==> src/rtl/btn_digit_counter.sv <==
// Button-driven multi-digit entry: per-button sync/debounce lanes feed a pending
// queue; one press per cycle steps its digit modulo RADIX with optional ripple.

module btn_digit_lane #(
  parameter int DEBOUNCE_CYCLES = 16
) (
  input  logic clk,
  input  logic rst,
  input  logic sync_vld,
  input  logic btn,
  output logic press
);
  localparam int CW = (DEBOUNCE_CYCLES > 1) ? $clog2(DEBOUNCE_CYCLES) : 1;

  logic          s1, s2, db, db_q, armed;
  logic [CW-1:0] cnt;

  always_ff @(posedge clk) begin
    if (rst) begin
      s1    <= 1'b0;
      s2    <= 1'b0;
      db    <= 1'b0;
      db_q  <= 1'b0;
      armed <= 1'b0;
      cnt   <= '0;
    end else begin
      s1   <= btn;
      s2   <= s1;
      db_q <= db;
      if (s2 == db) begin
        cnt <= '0;
      end else if (cnt == CW'(DEBOUNCE_CYCLES - 1)) begin
        db  <= s2;
        cnt <= '0;
      end else begin
        cnt <= cnt + CW'(1);
      end
      // A button held across reset must be seen released before it may press.
      if (sync_vld && !s2 && !db) armed <= 1'b1;
    end
  end

  assign press = db & ~db_q & armed;
endmodule

module btn_digit_counter #(
  parameter int DIGITS          = 4,
  parameter int DIGIT_W         = 4,
  parameter int RADIX           = 16,
  parameter int DEBOUNCE_CYCLES = 16
) (
  input  logic                        clk,
  input  logic                        rst,
  input  logic [DIGITS-1:0]           btn,
  input  logic                        dir,
  input  logic                        carry_en,
  input  logic                        clr,
  input  logic                        load,
  input  logic [DIGITS*DIGIT_W-1:0]   load_val,
  output logic [DIGITS*DIGIT_W-1:0]   num,
  output logic                        step,
  output logic                        wrap
);
  localparam logic [DIGIT_W-1:0] DMAX = DIGIT_W'(RADIX - 1);

  logic [1:0]                      vld_pipe;
  logic [DIGITS-1:0]               press, pending, sel;
  logic [DIGITS-1:0][DIGIT_W-1:0]  dig_q, dig_nxt, ld_dig;
  logic                            wrap_nxt;

  genvar gi;
  generate
    for (gi = 0; gi < DIGITS; gi++) begin : g_lane
      btn_digit_lane #(.DEBOUNCE_CYCLES(DEBOUNCE_CYCLES)) u_lane (
        .clk      (clk),
        .rst      (rst),
        .sync_vld (vld_pipe[1]),
        .btn      (btn[gi]),
        .press    (press[gi])
      );
      assign ld_dig[gi] = ({1'b0, load_val[gi*DIGIT_W +: DIGIT_W]} < (DIGIT_W+1)'(RADIX))
                        ? load_val[gi*DIGIT_W +: DIGIT_W] : '0;
    end
  endgenerate

  // Lowest pending bit wins.
  assign sel = pending & (~pending + DIGITS'(1));

  always_comb begin
    logic c, h, at_edge;
    c       = 1'b0;
    h       = 1'b0;
    at_edge = 1'b0;
    dig_nxt = dig_q;
    for (int j = 0; j < DIGITS; j++) begin
      h       = sel[j] | c;
      at_edge = dir ? (dig_q[j] == '0) : (dig_q[j] == DMAX);
      if (h) begin
        if (dir) dig_nxt[j] = at_edge ? DMAX : dig_q[j] - DIGIT_W'(1);
        else     dig_nxt[j] = at_edge ? '0   : dig_q[j] + DIGIT_W'(1);
      end
      c = carry_en & h & at_edge;
    end
    wrap_nxt = c;
  end

  always_ff @(posedge clk) begin
    if (rst) begin
      vld_pipe <= '0;
      pending  <= '0;
      dig_q    <= '0;
      step     <= 1'b0;
      wrap     <= 1'b0;
    end else begin
      vld_pipe <= {vld_pipe[0], 1'b1};
      if (clr) begin
        pending <= '0;
        dig_q   <= '0;
        step    <= 1'b0;
        wrap    <= 1'b0;
      end else if (load) begin
        pending <= '0;
        dig_q   <= ld_dig;
        step    <= 1'b0;
        wrap    <= 1'b0;
      end else begin
        pending <= (pending & ~sel) | press;
        dig_q   <= dig_nxt;
        step    <= |pending;
        wrap    <= wrap_nxt;
      end
    end
  end

  assign num = dig_q;
endmodule

==> config.mk <==
export PLATFORM = sky130hd
export DESIGN_NAME = btn_digit_counter
export DESIGN_NICKNAME = d
export VERILOG_FILES = /design/src/rtl/btn_digit_counter.sv
export SDC_FILE = /design/constraint.sdc
export NUM_CORES = 1
export LEC_CHECK = 0
export BUFFER_PORTS_ARGS = -buffer_cell sky130_fd_sc_hd__buf_2
export CORE_MARGIN = 2
export CORE_UTILIZATION = 55
export CTS_BUF_LIST = sky130_fd_sc_hd__clkbuf_16
export CTS_CLUSTER_DIAMETER = 40
export CTS_CLUSTER_SIZE = 30
export DETAILED_ROUTE_END_ITERATION = 10
export PLACE_DENSITY = 0.74
export SLEW_MARGIN = 5
export SYNTH_ARGS = -nofsm -noshare
export SYNTH_HDL_FRONTEND = slang
export SYNTH_HIERARCHICAL = 1
export SYNTH_SLANG_ARGS = --single-unit
==> constraint.sdc <==
create_clock -name clk -period 5.8 [get_ports clk]
set_clock_uncertainty 0.15 [all_clocks]
set_input_delay 0 -clock clk [delete_from_list [all_inputs] [get_ports clk]]
set_output_delay 0 -clock clk [all_outputs]
set_load 0.02 [all_outputs]
==> results.sh, run 1 <==
export IMPL_fmax_mhz=374
export IMPL_r2r_end="num[9]$_SDFFE_PP0P_"
export IMPL_cap_viol_max_count=0
export IMPL_most_used_flip_flop_cell_after_synthesis="dfxtp_1"
export IMPL_grt_antenna_before_repair=0
export IMPL_initial_utilization_pct=56.5
export IMPL_post_cts_setup_driven_buffer_insertion_count=0
export IMPL_tritoncts="yes"
export IMPL_hp_class="input port to register"
export IMPL_syn_mean_instance_area_um2=8.78
export IMPL_floorplan_die_area_mm2=0.00624
export IMPL_critical_path_slowest_cell="dlygate4sd3_1"
export IMPL_placementRows=27
export IMPL_synthCells=352
export IMPL_max_clock_path_buffers=2
export IMPL_final_setup_tns_ns=0
export IMPL_crit_path_leading_delay_family="buffers and inverters"
export IMPL_crit_path_start_kind="register"
export IMPL_via_count_of_the_routed_design=2754
export IMPL_route_antenna_remaining_nets=0
export IMPL_core_area_mm2=0.00547
export IMPL_drt_vias_per_instance=5.46
export IMPL_cp_data_required_time_ns=5.86
export IMPL_register_to_register_path_depth=8
export IMPL_final_hold_viol_count=0
export IMPL_io_buffer_count=43
export IMPL_yosys_cell_types_count=58
export IMPL_clock_root_buffer="clkbuf_16"
export IMPL_clk_sinks=60
export IMPL_criticalPathCategory="register to register"
export IMPL_final_max_slew_viol_count=0
export IMPL_die_height_um=79.0
export IMPL_floorplan_io_pins=44
export IMPL_worst_path_max_fanout=8
export IMPL_finalCriticalPeriod_ns=2.67
export IMPL_drt_drc_violations_left=0
export IMPL_powerDensity_mw_per_mm2=263
export IMPL_firstDrtPassIters=4
export IMPL_worstSetupEndpointType="register"
export IMPL_detail_route_wl_per_cell_um=13.7
export IMPL_postSynth_asyncResetShare_pct=0
export IMPL_period_share_pct=46.1
export IMPL_leakagePower_nw=1.67
export IMPL_numCtsBuffers=9
export IMPL_slowest_delay_ns=0.57
export IMPL_data_arrival_critical_path_ns=2.73
export IMPL_synth_top_cells_by_area="dfxtp_1 39%, nor2_1 5.9%, ha_1 4.9%"
export IMPL_routabilityCongestion=0.891
export IMPL_grt_max_degree=32
export IMPL_clk_transition_reported_paths_ns=0.05
export IMPL_regToRegSetupSlack_ns=3.13
export IMPL_stages_on_worst_setup_path=8
export IMPL_crit_buf_inv=2
export IMPL_synthesis_warning_total=6
export IMPL_detailedRoute_firstIterationViolations=230
export IMPL_rr_startpoint="num[4]$_SDFFE_PP0P_"
export IMPL_grt_overflow=0
export IMPL_yosysMostFrequentCell="dfxtp_1"
export IMPL_place_detailed_hpwl_mm=4.37
export IMPL_drive_gt1_share_pct=17.1
export IMPL_rsz0062_at_grt="false"
export IMPL_antenna_cells=0
export IMPL_clk_latency_ns=0.32
export IMPL_synth_top_cells_by_count="60 x dfxtp_1, 49 x nor2_1, 26 x a21oi_1"
export IMPL_vias_in_the_first_global_route=2649
export IMPL_worst_setup_path_startpoint="num[4]$_SDFFE_PP0P_"
export IMPL_ir_worst_vdd_mv=0.229
export IMPL_result_of_the_run="finished clean"
export IMPL_max_slew_margin_rel_pct=48.2
export IMPL_fin_nets=465
export IMPL_synth_largest_area_cell="dfxtp_1"
export IMPL_routed_wl_mm=6.91
export IMPL_grt_total_usage_pct=23.2
export IMPL_die_w_um=79.0
export IMPL_postSynthRegisterBits=60
export IMPL_report_power_total_w=0.00104
export IMPL_cp_cell_sequence="inv_1 -> ha_1 -> nand4bb_2 -> nand2_2 -> a211oi_4 -> mux2i_1 -> a211oi_2 -> dlygate4sd3_1"
export IMPL_worstSetupEndpoint="num[9]$_SDFFE_PP0P_"
export IMPL_syn_to_final_growth_pct=28.3
export IMPL_grt_first_pass_wirelength_mm=11.5
export IMPL_synthesis_area_mm2=0.00309
export IMPL_setup_violations=0
export IMPL_worst_pin_slew_ns=0.774
export IMPL_synth_enable_flop_cells=0
export IMPL_synth_largest_type_area_fraction_pct=38.9
export IMPL_syn_nets=390
export IMPL_synth_seq_area_share_pct=38.9
export IMPL_cts_htree_levels=3
worst reg2reg max path, cell delays in order (launching register included):
cell and delay (ns):
dfxtp_1 0.45, inv_1 0.13, ha_1 0.28, nand4bb_2 0.16, nand2_2 0.09, a211oi_4 0.36, mux2i_1 0.28, a211oi_2 0.09
dlygate4sd3_1 0.57
placed cells by master (no fill, tap or decap), drive strengths merged, types with 9 or more instances in the layout:
cell,count
a211oi,10
a21oi,27
buf,43
clkbuf,9
dfxtp,60
dlygate4sd3,35
ha,12
inv,23
mux2i,10
nand2,19
nand3,10
nor2,49
nor2b,17
o21ai,15
xnor2,11
where the power goes:
| group | leakage, nW | switching, W | total (W) | internal, W |
|---|---|---|---|---|
| clock | 0.140 | 0.000183 | 0.000512 | 0.000329 |
| combinational | 1.04 | 0.0000488 | 0.0000965 | 0.0000476 |
| sequential | 0.489 | 0.0000123 | 0.000435 | 0.000423 |
| total | 1.67 | 0.000244 | 0.00104 | 0.000800 |
per-stage QoR:
step,cell area (µm²),hold WS [ns],utilization (%),instances,setup WS [ns]
floorplan,3090,-0.0935,-,352,3.78
global placement,3320,0.0583,60.7,453,3.81
detailed placement,3320,0.0672,60.7,453,3.73
CTS,3970,0.00468,72.5,504,3.17
global route,3970,0.0278,72.5,504,3.00
finish,3970,0.0149,72.5,504,3.13
repair_timing:
action	CTS	global route
gates resized for setup	0	0
endpoints found under the hold margin	39	0
hold buffers	35	0
registers in the layout (all words and copies together), names as in the netlist:
register and cells:
g_lane.u_lane/cnt 16, num 16, g_lane.u_lane/armed 4, g_lane.u_lane/db 4, g_lane.u_lane/db_q 4, g_lane.u_lane/s1 4, g_lane.u_lane/s2 4, pending 4
vld_pipe 2, step 1, wrap 1
layer usage:
| metal | global-route usage [%] | wire length (µm) |
|---|---|---|
| met2 | 42.2 | 3550 |
| met4 | 8.97 | 37 |
| met1 | 25.9 | 2950 |
| met3 | 5.57 | 378 |
| met5 | 0 | 0 |
cell type report:
| type | count | area [µm²] |
|---|---|---|
| clock inverter | 7 | 67.6 |
| inverter | 23 | 86.3 |
| tap | 72 | 90.1 |
| timing repair buffer | 78 | 566 |
| multi-input combinational | 255 | 1730 |
| sequential | 60 | 1200 |
| clock buffer | 9 | 225 |
| fill | 442 | 1510 |
worst min-delay path by stage:
stage	startpoint	to	slack [ns]	depth (start not counted)
after detailed placement	btn[1]	g_lane[1].u_lane/s1$_SDFF_PP0_	0.07	2
after floorplan	rst	vld_pipe[0]$_DFF_P_	-0.09	1
after CTS	clr	num[7]$_SDFFE_PP0P_	0.005	3
after global placement	btn[1]	g_lane[1].u_lane/s1$_SDFF_PP0_	0.06	2
final	clr	num[7]$_SDFFE_PP0P_	0.01	3
after global routing	clr	num[7]$_SDFFE_PP0P_	0.03	3
cells by family after synthesis:
family,Yosys count,share of synthesized area (%)
muxes,11,3.97
adders and majority gates,12,4.86
DFF,60,38.9
and+or+nand+nor,130,23.3
buffers and inverters,37,5.14
AOI/OAI and AO/OA,85,19.1
xor gates and xnor gates,17,4.82
Power figures use the tool's default switching activity.
==> run 2, diff against run 1 <==
==> constraint.sdc (replaced) <==
create_clock -name clk -period 2.6 [get_ports clk]
set_clock_uncertainty 0.15 [all_clocks]
set_input_delay 0 -clock clk [delete_from_list [all_inputs] [get_ports clk]]
set_output_delay 0 -clock clk [all_outputs]
set_load 0.02 [all_outputs]
==> results.sh, run 2 (synthesis gave the netlist of run 1 again) <==
export IMPL_place_detailed_hpwl_mm=4.40
export IMPL_detail_route_wl_per_cell_um=14.3
export IMPL_data_arrival_critical_path_ns=2.57
export IMPL_clk_sinks=60
export IMPL_cp_data_required_time_ns=2.66
export IMPL_detailedRoute_firstIterationViolations=214
export IMPL_design_area_mm2=0.00404
export IMPL_final_max_slew_viol_count=0
export IMPL_sequentialPowerShare_pct=41.4
export IMPL_grt_total_usage_pct=24.3
export IMPL_multi_input_comb_area_mm2=0.00174
export IMPL_worst_pin_slew_ns=0.553
export IMPL_slowest_delay_ns=0.58
export IMPL_cap_viol_max_count=0
export IMPL_die_height_um=79.0
export IMPL_power_internal_w=0.00179
export IMPL_max_slew_margin_rel_pct=63.1
export IMPL_routabilityCongestion=0.890
export IMPL_core_area_mm2=0.00547
export IMPL_drt_drc_violations_left=0
export IMPL_netSwitchingFraction_pct=23.8
export IMPL_period_share_pct=96.5
export IMPL_floorplan_die_area_mm2=0.00624
export IMPL_route_antenna_remaining_nets=0
export IMPL_initial_utilization_pct=56.5
export IMPL_final_hold_viol_count=0
export IMPL_clock_root_buffer="clkbuf_16"
export IMPL_tritoncts="yes"
export IMPL_setup_violations=0
export IMPL_fmax_mhz=399
export IMPL_numCtsBuffers=9
export IMPL_clk_latency_ns=0.32
export IMPL_max_clock_path_buffers=2
export IMPL_worstSetupEndpointType="register"
export IMPL_drive_gt1_share_pct=18.7
export IMPL_leakagePower_nw=1.69
export IMPL_worst_path_max_fanout=8
export IMPL_ir_worst_vdd_mv=0.643
export IMPL_antenna_cells=0
export IMPL_clock_power_share_pct=49.1
export IMPL_vias_in_the_first_global_route=2771
export IMPL_fin_nets=471
export IMPL_io_buffer_count=43
export IMPL_rsz0062_at_grt="true"
export IMPL_drt_vias_per_instance=5.53
export IMPL_placed_cell_area_mm2=0.00333
export IMPL_die_w_um=79.0
export IMPL_crit_path_start_kind="register"
export IMPL_mostFrequentLayoutCell="dfxtp_1"
export IMPL_placementRows=27
export IMPL_grt_overflow=0
export IMPL_firstDrtPassIters=4
export IMPL_hp_class="input port to register"
export IMPL_floorplan_io_pins=44
export IMPL_routed_wl_mm=7.27
export IMPL_finalCriticalPeriod_ns=2.51
export IMPL_via_count_of_the_routed_design=2818
export IMPL_fillCellCount=411
export IMPL_powerDensity_mw_per_mm2=581
export IMPL_result_of_the_run="finished clean"
export IMPL_clk_transition_reported_paths_ns=0.05
export IMPL_power_net_switching_w=0.000559
export IMPL_final_seq_area_mm2=0.00121
export IMPL_critical_path_slowest_cell="dlygate4sd3_1"
export IMPL_setup_ws_ns=0.0906
export IMPL_pre_cts_ws_ns=0.559
export IMPL_portion_of_total_power_attributed_to_combinational_logic_pct=9.5
export IMPL_grt_antenna_before_repair=0
export IMPL_criticalPathCategory="register to register"
export IMPL_final_setup_tns_ns=0
export IMPL_grt_max_degree=32
export IMPL_report_power_total_w=0.00235
export IMPL_layout_common_cells="55 x dfxtp_1, 49 x nor2_1, 43 x buf_2, 39 x dlygate4sd3_1, 26 x a21oi_1"
export IMPL_grt_first_pass_wirelength_mm=12.1
export IMPL_cp_cell_sequence="inv_1 -> ha_1 -> nand4bb_2 -> nand2_2 -> a211oi_4 -> mux2i_1 -> a211oi_2 -> dlygate4sd3_1"
export IMPL_syn_to_final_growth_pct=30.6
export IMPL_cts_htree_levels=3
run 2: cell count changes in the layout (fill, tap and decap cells not counted):
cell / delta
clkinvlp_4: +1
dfxtp_2: +4
dlygate4sd3_1: +4
clkinv_1: -1
dfxtp_4: +1
a211oi_4: +1
clkinv_2: +1
buf_4: +2
dfxtp_1: -5
a211oi_2: -1
clkinv_4: -1
run 2: what timing repair did:
action / CTS / global route
resized for setup: 0 / 7
setup endpoints to repair: 0 / 3
hold endpoints to repair: 38 / 0
hold buffers: 39 / 0
setup buffers: 0 / 1
run 2: power groups by stage:
stage	combinational (W)	sequential (W)	clock, W
2_1_floorplan	0.000116	0.000991	0
5_1_grt	0.000243	0.000975	0.00121
6_report	0.000222	0.000971	0.00115
3_5_place_dp	0.000173	0.000990	0
4_1_cts	0.000216	0.000971	0.00117
3_3_place_gp	0.000170	0.000989	0
run 2: path summary, 6_finish.rpt:
check,from,end,slack [ns],cells past startpoint
worst max-delay path,num[4]$_SDFFE_PP0P_,num[9]$_SDFFE_PP0P_,0.09,8
worst min-delay path,load,num[14]$_SDFFE_PP0P_,0.03,3
worst max register to register,num[4]$_SDFFE_PP0P_,num[9]$_SDFFE_PP0P_,0.09,8
worst min register to register,g_lane[1].u_lane/s1$_SDFF_PP0_,g_lane[1].u_lane/s2$_SDFF_PP0_,0.29,1
run 2: through the flow:
stage / hold slack [ns] / std cells / util, %
2_1_floorplan: -0.0935 / 352 / -
3_3_place_gp: 0.0577 / 454 / 60.9
3_5_place_dp: 0.0643 / 454 / 60.9
4_1_cts: 0.0163 / 509 / 73.4
5_1_grt: 0.0613 / 510 / 73.8
6_report: 0.0296 / 510 / 73.8
run 2: critical path, delay by kind of cell, from the launching register on:
| kind | cells | cell delay [ns] |
|---|---|---|
| AOI/OAI and AO/OA | 2 | 0.36 |
| DFF | 1 | 0.39 |
| muxes | 1 | 0.29 |
| and+or+nand+nor | 2 | 0.27 |
| adders and majority gates | 1 | 0.26 |
| buffers and inverters | 2 | 0.67 |
run 2: layout make-up:
class	count	share of cell area, %
timing repair buffer	84	15.4
clock inverter	7	1.67
clock buffer	9	5.58
multi-input combinational	255	43.1
tap	72	2.23
inverter	23	2.14
sequential	60	30.0
run 2: layer usage:
layer	vias up	routed length [µm]	track usage, %
met5	-	0	0
met1	1321	3090	27.2
met4	0	154	10.7
met2	75	3710	43.2
li1	1404	-	-
met3	18	322	6.48
==> run 3, diff against run 2 <==
==> constraint.sdc (replaced) <==
create_clock -name clk -period 2.8 [get_ports clk]
set_clock_uncertainty 0.15 [all_clocks]
set_input_delay 0 -clock clk [delete_from_list [all_inputs] [get_ports clk]]
set_output_delay 0 -clock clk [all_outputs]
set_load 0.02 [all_outputs]
==> results.sh, run 3 (synthesis gave the netlist of run 1 again) <==
export IMPL_leakagePower_nw=1.66
export IMPL_mostFrequentLayoutCell="dfxtp_1"
export IMPL_crit_path_start_kind="register"
export IMPL_clk_transition_reported_paths_ns=0.06
export IMPL_worst_pin_slew_ns=0.555
export IMPL_tritoncts="yes"
export IMPL_syn_to_final_growth_pct=28.8
export IMPL_clk_sinks=60
export IMPL_netSwitchingFraction_pct=24.7
export IMPL_grt_antenna_before_repair=0
export IMPL_die_w_um=79.0
export IMPL_antenna_cells=0
export IMPL_post_cts_setup_driven_buffer_insertion_count=0
export IMPL_max_clock_path_buffers=2
export IMPL_initial_utilization_pct=56.5
export IMPL_cap_viol_max_count=0
export IMPL_final_hold_viol_count=0
export IMPL_cp_cell_sequence="inv_1 -> ha_1 -> nand4bb_2 -> nand2_2 -> a211oi_4 -> mux2i_1 -> a211oi_2 -> dlygate4sd3_1"
export IMPL_vias_in_the_first_global_route=2655
export IMPL_report_power_total_w=0.00208
export IMPL_hp_class="input port to register"
export IMPL_clock_root_buffer="clkbuf_16"
export IMPL_whs_path_depth=3
export IMPL_routabilityCongestion=0.888
export IMPL_final_setup_tns_ns=0
export IMPL_data_arrival_critical_path_ns=2.66
export IMPL_placementRows=27
export IMPL_setup_ws_ns=0.203
export IMPL_regToRegSetupSlack_ns=0.20
export IMPL_cp_data_required_time_ns=2.86
export IMPL_slowest_delay_ns=0.57
export IMPL_floorplan_die_area_mm2=0.00624
export IMPL_detailedRoute_firstIterationViolations=109
export IMPL_register_to_register_path_depth=8
export IMPL_layout_common_cells="60 x dfxtp_1, 49 x nor2_1, 43 x buf_2, 38 x dlygate4sd3_1, 26 x a21oi_1"
export IMPL_die_height_um=79.0
export IMPL_crit_buf_inv=2
export IMPL_clk_latency_ns=0.32
export IMPL_worst_hold_slack_ns=0.0262
export IMPL_grt_total_usage_pct=23.3
export IMPL_drive_gt1_share_pct=17.2
export IMPL_cts_htree_levels=3
export IMPL_via_count_of_the_routed_design=2791
export IMPL_fin_nets=469
export IMPL_rsz0062_at_grt="false"
export IMPL_routed_wl_mm=7.07
export IMPL_route_antenna_remaining_nets=0
export IMPL_worstSetupEndpointType="register"
export IMPL_grt_first_pass_wirelength_mm=11.5
export IMPL_detail_route_wl_per_cell_um=13.9
export IMPL_power_internal_w=0.00157
export IMPL_place_detailed_hpwl_mm=4.42
export IMPL_setup_violations=0
export IMPL_floorplan_io_pins=44
export IMPL_drt_vias_per_instance=5.49
export IMPL_ir_worst_vdd_mv=0.529
export IMPL_crit_path_leading_delay_family="buffers and inverters"
export IMPL_drt_drc_violations_left=0
export IMPL_grt_overflow=0
export IMPL_powerDensity_mw_per_mm2=523
export IMPL_io_buffer_count=43
export IMPL_grt_max_degree=32
export IMPL_criticalPathCategory="register to register"
export IMPL_core_area_mm2=0.00547
export IMPL_fmax_mhz=385
export IMPL_rr_startpoint="num[4]$_SDFFE_PP0P_"
export IMPL_max_slew_margin_rel_pct=63.0
export IMPL_worst_path_max_fanout=8
export IMPL_portion_of_total_power_attributed_to_combinational_logic_pct=9.8
export IMPL_critical_path_slowest_cell="dlygate4sd3_1"
export IMPL_finalCriticalPeriod_ns=2.60
export IMPL_hold_path_end="num[5]$_SDFFE_PP0P_"
export IMPL_clock_power_share_pct=46.9
export IMPL_hp_start="load"
export IMPL_period_share_pct=92.7
export IMPL_layout_core_utilization_pct=72.8
export IMPL_power_net_switching_w=0.000514
export IMPL_numCtsBuffers=9
export IMPL_pre_cts_ws_ns=0.729
export IMPL_final_max_slew_viol_count=0
export IMPL_firstDrtPassIters=4
export IMPL_result_of_the_run="finished clean"
export IMPL_r2r_end="num[9]$_SDFFE_PP0P_"
export IMPL_sequentialPowerShare_pct=43.3
[run 3: worst reg2reg max path: stages (launching register included)]
cell and delay, ns:
dfxtp_1 0.45, inv_1 0.12, ha_1 0.26, nand4bb_2 0.16, nand2_2 0.09, a211oi_4 0.35, mux2i_1 0.26, a211oi_2 0.08
dlygate4sd3_1 0.57
[run 3: how the worst max path moves through the flow]
stage / to / slack [ns] / cells past startpoint / from
after floorplan: num[9]$_SDFFE_PP0P_ / 0.78 / 7 / num[4]$_SDFFE_PP0P_
after global placement: num[8]$_SDFFE_PP0P_ / 0.81 / 7 / num[4]$_SDFFE_PP0P_
after detailed placement: num[8]$_SDFFE_PP0P_ / 0.73 / 7 / num[4]$_SDFFE_PP0P_
after CTS: num[9]$_SDFFE_PP0P_ / 0.20 / 8 / num[4]$_SDFFE_PP0P_
after global routing: num[9]$_SDFFE_PP0P_ / 0.07 / 8 / num[4]$_SDFFE_PP0P_
final: num[9]$_SDFFE_PP0P_ / 0.20 / 8 / num[4]$_SDFFE_PP0P_
[run 3: layer usage]
layer / routed length (µm) / global-route usage [%] / vias up
met2: 3680 / 42.8 / 72
met1: 3030 / 25.7 / 1308
met5: 0 / 0 / -
met4: 74 / 6.90 / 0
met3: 292 / 6.82 / 8
li1: - / - / 1403
[run 3: area by class of cell]
type	count	area, µm²
Fill cell	452	1490
Timing Repair Buffer	82	603
Inverter	23	86.3
Tap cell	72	90.1
Clock buffer	9	225
Multi-Input combinational cell	255	1730
Clock inverter	7	45.0
Sequential cell	60	1200
[run 3: repair_timing]
action / 4_1_cts / 5_1_grt
hold buffers: 38 / 0
gates resized for setup: 0 / 0
hold endpoints to repair: 38 / 0
[run 3: stage by stage]
stage          cells  area [µm²]
4_1_cts          508        3980
3_5_place_dp     454        3330
5_1_grt          508        3980
3_3_place_gp     454        3330
6_report         508        3980
2_1_floorplan    352        3090
[run 3: power groups by stage]
| stage | clock (W) | sequential, W | combinational, W |
|---|---|---|---|
| after floorplan | 0 | 0.000920 | 0.000108 |
| after global placement | 0 | 0.000918 | 0.000158 |
| after detailed placement | 0 | 0.000919 | 0.000161 |
| after CTS | 0.000989 | 0.000901 | 0.000200 |
| after global routing | 0.00103 | 0.000905 | 0.000223 |
| final | 0.000976 | 0.000902 | 0.000205 |
